--- src/rtl/design_switch_seq.sv ---
// Design-switch sequencer: isolates the IO pads, holds every design in reset, swaps the mux select,
// waits for settling, then releases only the selected design. Optional pending buffer: DSS_PENDING_REQ_EN.
module design_switch_seq #(
    parameter int NUM_DESIGNS   = 3,
    parameter int SEL_W         = 2,
    parameter int GUARD_CYCLES  = 16,
    parameter int SETTLE_CYCLES = 8
) (
    input  logic                   wb_clk_i,
    input  logic                   wb_rst_i,
    input  logic                   req_valid,
    input  logic [SEL_W-1:0]       req_sel,
    output logic                   req_ready,
    output logic [SEL_W-1:0]       mux_sel,
    output logic                   io_hiz,
    output logic [NUM_DESIGNS-1:0] rst_n_designs,
    output logic                   busy,
    output logic                   active,
    output logic                   sel_err
);

    typedef enum logic [1:0] {OFF, ISOLATE, SETTLE, RUN} state_t;

    localparam int CNT_MAX = (GUARD_CYCLES > SETTLE_CYCLES) ? GUARD_CYCLES : SETTLE_CYCLES;
    localparam int CNT_W   = $clog2(CNT_MAX + 1);

    localparam logic [CNT_W-1:0] GUARD_LOAD  = CNT_W'(GUARD_CYCLES - 1);
    localparam logic [CNT_W-1:0] SETTLE_LOAD = CNT_W'(SETTLE_CYCLES - 1);
    localparam logic [SEL_W-1:0] STOP_SEL    = '1;

    state_t           state;
    logic [CNT_W-1:0] cnt;
    logic [SEL_W-1:0] target;

    logic             idle;
    logic             accept;
    logic             legal;
    logic             launch;
    logic             reject;
    logic [SEL_W-1:0] launch_sel;

    function automatic logic [NUM_DESIGNS-1:0] one_hot(input logic [SEL_W-1:0] s);
        logic [NUM_DESIGNS-1:0] v;
        for (int i = 0; i < NUM_DESIGNS; i++) begin
            v[i] = (s == SEL_W'(i));
        end
        return v;
    endfunction

    assign idle   = (state == OFF) || (state == RUN);
    assign accept = req_valid && req_ready;
    assign legal  = (req_sel < SEL_W'(NUM_DESIGNS)) || (req_sel == STOP_SEL);

`ifdef DSS_PENDING_REQ_EN
    logic             pend_valid;
    logic [SEL_W-1:0] pend_sel;
    logic             store;

    // The buffer is only ever full during busy time or the single RUN/OFF cycle that drains it.
    assign req_ready = !pend_valid;
`else
    assign req_ready = idle;
`endif

    // NOTE: every variable gets a default before any branch so this stays pure combinational logic
    // instead of inferring a latch on the paths that do not assign it.
    always_comb begin
        launch     = 1'b0;
        launch_sel = req_sel;
        reject     = accept && !legal;
`ifdef DSS_PENDING_REQ_EN
        store      = 1'b0;
`endif
        if (idle) begin
`ifdef DSS_PENDING_REQ_EN
            if (pend_valid) begin
                launch     = 1'b1;
                launch_sel = pend_sel;
            end else
`endif
            if (accept && legal) begin
                launch = 1'b1;
            end
        end
`ifdef DSS_PENDING_REQ_EN
        else if (accept && legal) begin
            store = 1'b1;
        end
`endif
    end

    // NOTE: sequential state uses non-blocking assignments only, so every register samples the
    // pre-edge values and the order of statements below does not change behaviour.
    always_ff @(posedge wb_clk_i or posedge wb_rst_i) begin
        if (wb_rst_i) begin
            state         <= OFF;
            cnt           <= '0;
            mux_sel       <= '0;
            io_hiz        <= 1'b1;
            rst_n_designs <= '0;
            busy          <= 1'b0;
            active        <= 1'b0;
            sel_err       <= 1'b0;
            // NOTE: the target and buffer registers are reset too; they are tiny, and a known value
            // keeps X out of the select path if a sequence is aborted and never restarted.
            target        <= '0;
`ifdef DSS_PENDING_REQ_EN
            pend_valid    <= 1'b0;
            pend_sel      <= '0;
`endif
        end else begin
            sel_err <= reject;

`ifdef DSS_PENDING_REQ_EN
            if (store) begin
                pend_valid <= 1'b1;
                pend_sel   <= req_sel;
            end else if (launch) begin
                pend_valid <= 1'b0;
            end
`endif

            if (launch) begin
                state         <= ISOLATE;
                target        <= launch_sel;
                cnt           <= GUARD_LOAD;
                io_hiz        <= 1'b1;
                rst_n_designs <= '0;
                busy          <= 1'b1;
                active        <= 1'b0;
            end else begin
                case (state)
                    ISOLATE: begin
                        if (cnt == '0) begin
                            if (target == STOP_SEL) begin
                                // Stop: pads stay isolated, mux_sel keeps the last design.
                                state <= OFF;
                                busy  <= 1'b0;
                            end else begin
                                state   <= SETTLE;
                                mux_sel <= target;
                                cnt     <= SETTLE_LOAD;
                            end
                        end else begin
                            cnt <= cnt - CNT_W'(1);
                        end
                    end
                    SETTLE: begin
                        if (cnt == '0) begin
                            state         <= RUN;
                            rst_n_designs <= one_hot(mux_sel);
                            io_hiz        <= 1'b0;
                            busy          <= 1'b0;
                            active        <= 1'b1;
                        end else begin
                            cnt <= cnt - CNT_W'(1);
                        end
                    end
                    default: ;
                endcase
            end
        end
    end

endmodule

--- config.mk ---
export PLATFORM = sky130hd
export DESIGN_NAME = design_switch_seq
export DESIGN_NICKNAME = d
export VERILOG_FILES = /design/src/rtl/design_switch_seq.sv
export SDC_FILE = /design/constraint.sdc
export NUM_CORES = 1
export LEC_CHECK = 0
export CAP_MARGIN = 20
export CORE_UTILIZATION = 52
export CTS_BUF_LIST = sky130_fd_sc_hd__clkbuf_2
export CTS_CLUSTER_DIAMETER = 80
export CTS_CLUSTER_SIZE = 28
export DETAILED_ROUTE_END_ITERATION = 8
export PLACE_DENSITY = 0.79
export SLEW_MARGIN = 10
export SYNTH_ARGS = -nofsm -noshare
export SYNTH_HDL_FRONTEND = slang
export SYNTH_SLANG_ARGS = --single-unit
--- constraint.sdc ---
create_clock -name wb_clk_i -period 2.1 [get_ports wb_clk_i]
set_input_delay 0.315 -clock wb_clk_i [delete_from_list [all_inputs] [get_ports wb_clk_i]]
set_output_delay 0.315 -clock wb_clk_i [all_outputs]
set_load 0.05 [all_outputs]
==> qor.csv <==
stage,metric,value,unit
floorplanning,num ports,15,
worst_setup_path,largest fanout on the critical path,2,
pwr,Cell Pwr Density,1390,nW/um2
synthesis,area share of fa/ha/maj cells after synthesis,4.59,%
finish,fin cells,112,
floorplanning,Die H,41.6,um
drt,via count,650,
clock_tree,CTS Sinks,17,
grt,GR Util All Layers,20.2,%
worst_setup_path,slowest CP cell,clkdlybuf4s50_1,
worst_setup_path,CP bufs+invs,1,
timing,Clock Skew,0.00519,ns
synthesis,synth warn,0,
grt,remaining global-route overflow,0,
drt,post-DR vias/cell,5.80,
synthesis,syn nets,90,
worst_setup_path,CP cell instances,clkdlybuf4s50_1,
pwr,Leakage Power,0.437,nW
timing,Pins Over Slew Limit,0,
worst_setup_path,crit path DAT,1.64,ns
finish,Storage cell area,427,um2
synthesis,Post-Synth XOR/XNOR Area,0,%
clock_tree,"Reg clk slew, reported paths",0.15,ns
floorplanning,chip width,41.6,um
grt,largest net degree at the start of global routing,18,
finish,share of cells above drive strength 1,11.3,%
placement,Cells after DPL,108,
finish,final design utilization,70.8,%
clock_tree,Post-CTS Setup Bufs,0,
synthesis,Synth Area in Compound Gates,16.5,%
finish,Filler cells,105,
drt,final wirelength,1.58,mm
drt,drc violations,0,
synthesis,"Avg Cell Area, Syn",9.96,um2
worst_setup_path,Crit path largest cell delay,0.79,ns
synthesis,Yosys reg bits,17,
grt,vias in the first global route,607,
clock_tree,Clock Tree Buf Depth,2,
timing,hold_ws,0.387,ns
drt,Avg WL per Cell,14.1,um
clock_tree,CTS root buffer,clkbuf_2,
worst_setup_path,"Req. time, crit path",1.78,ns
finish,"commonest non-fill, non-tap cell in the layout",dfrtp_1,
timing,Final Hold Fails,0,
worst_setup_path,critical path capture point type,primary output,
clock_tree,H-tree depth,1,
finish,nets,106,
worst_setup_path,crit start category,flop,
floorplanning,core outline area,1380,um2
synthesis,Simple-Gate Fraction of Synth Area,17.8,%
placement,detailed placement HPWL,1.14,mm
worst_setup_path,WS Path Type,reg -> out,
timing,setup violators final,0,
pwr,peak supply drop,0.000693,V
pwr,P_int,0.733,mW
synthesis,mux cell area share after synthesis,2.76,%
drt,DR pass1 iterations,4,
synthesis,Synth Instances,82,
placement,total placed instance area,958,um2
flow_run,max_cap viols,0,
pwr,sequential power share,38.5,%
timing,worst slew pin tran,0.620,ns
grt,global-route wire length before repair,2.70,mm
pwr,switch share,46.3,%
timing,final period utilization,92.9,%
grt,initial antenna violation count,0,
finish,area grow syn2layout,19.8,%
clock_tree,CTS Hold Bufs,0,
synthesis,largest family of logic cells by synthesized area,simple AND/OR/NAND/NOR gates,
timing,setup tns final,0,ns
placement,Post-Place Worst Slack,0.381,ns
floorplanning,Starting Density,59.1,%
drt,1st-iter DRT viols,21,
synthesis,Syn Std Cell Area,817,um2
clock_tree,Clock Latency Late Sink,0.28,ns
finish,design area,978,um2
worst_setup_path,Top delay family on crit path,buffers and inverters,
pwr,Clock Power Share,10.5,%
clock_tree,Post-CTS Resized,0,
clock_tree,CTS tree,done,
synthesis,sequential area share after synthesis,52.2,%
timing,unrepaired setup endpoints after global routing,false,
placement,number of port buffers,13,
synthesis,Yosys cell types,28,
finish,Multi-input gate area,344,um2
placement,RD Place Congestion,0.808,
pwr,Total Power,1.36,mW
timing,Final min period,1.95,ns
timing,Rel. slew slack,58.6,%
drt,Final ANT Viol Nets,0,
finish,# diodes,0,
pwr,logic gate share of total power,50.9,%
run_status,outcome,completed,
worst_hold_path,Hold Crit Class,in -> async,
timing,fmax,513,MHz
pwr,Sw Pwr,0.632,mW
timing,final worst-path setup slack,0.150,ns
clock_tree,CTS Buf Count,3,
floorplanning,# rows,13,
floorplanning,Die ar.,1730,um2
finish,highest-count cells in the layout ignoring fill and taps,"dfrtp_1, clkdlybuf4s50_1, nand2_1",
[synth_stat cells (all sizes together)]
cell	count	area, um2
dfstp	1	26.3
nor4b	2	23.8
dfrtp	16	400
or4b	1	10.0
a21boi	1	7.51
nor4	1	6.26
o311a	1	11.3
a21o	1	7.51
inv	7	26.3
buf	2	12.5
nand2	10	37.5
and2	1	6.26
o31ai	2	15.0
conb	1	3.75
clkbuf	2	7.51
nand4b	2	17.5
a21oi	7	35.0
nand3	2	10.0
or3	1	7.51
a31oi	2	12.5
ha	3	37.5
nor2	3	11.3
o22ai	1	6.26
mux2	2	22.5
o21ai	8	40.0
or4	2	15.0
[cell families after synthesis]
logic type               after synthesis
AND/OR/NAND/NOR                       25
AO/OA/AOI/OAI                         23
multiplexers                           2
buffers and inverters                 11
flip-flops                            17
other                                  1
adder cells (fa/ha/maj)                3
[worst paths after layout]
| kind | start | end | slack (ns) | cells past startpoint |
|---|---|---|---|---|
| max in group asynchronous | wb_rst_i | rst_n_designs[1]$_DFFE_PP0P_ | 1.31 | 2 |
| worst min-delay path | wb_rst_i | cnt[0]$_DFFE_PP0P_ | 0.39 | 2 |
| worst max register to register | cnt[0]$_DFFE_PP0P_ | rst_n_designs[0]$_DFFE_PP0P_ | 0.33 | 5 |
| worst min register to register | io_hiz$_DFFE_PP1P_ | io_hiz$_DFFE_PP1P_ | 0.53 | 1 |
| worst max-delay path | io_hiz$_DFFE_PP1P_ | io_hiz | 0.15 | 1 |
| min in group wb_clk_i | io_hiz$_DFFE_PP1P_ | io_hiz$_DFFE_PP1P_ | 0.53 | 1 |
[area by class of cell]
| cell class | count | share of cell area, % |
|---|---|---|
| multi-input cells | 54 | 35.2 |
| well taps | 15 | 1.92 |
| clock buffers | 4 | 2.05 |
| flip-flops and latches | 17 | 43.6 |
| inverters | 7 | 2.69 |
| repair buffers | 15 | 14.6 |
[power groups by stage]
stage / clock (mW) / combinational [mW] / sequential (mW)
final: 0.144 / 0.695 / 0.526
after global routing: 0.168 / 0.754 / 0.540
after CTS: 0.152 / 0.693 / 0.526
after detailed placement: 0 / 0.690 / 0.532
after global placement: 0 / 0.676 / 0.526
after floorplan: 0 / 0.403 / 0.621
[registers in the layout, indices dropped and copies added (netlist names)]
register,count
rst_n_designs,3
mux_sel,2
busy,1
target,2
io_hiz,1
cnt,5
active,1
state,2
[routing by layer]
layer  up-vias  track usage [%]  part of all wire (%)
met3         0             4.35                   5.2
met5         -                0                     0
li1        318                -                     -
met2        26             32.2                    48
met1       306             27.0                    47
met4         0             7.74                     0
No activity file was read; power rests on OpenSTA's default activity.
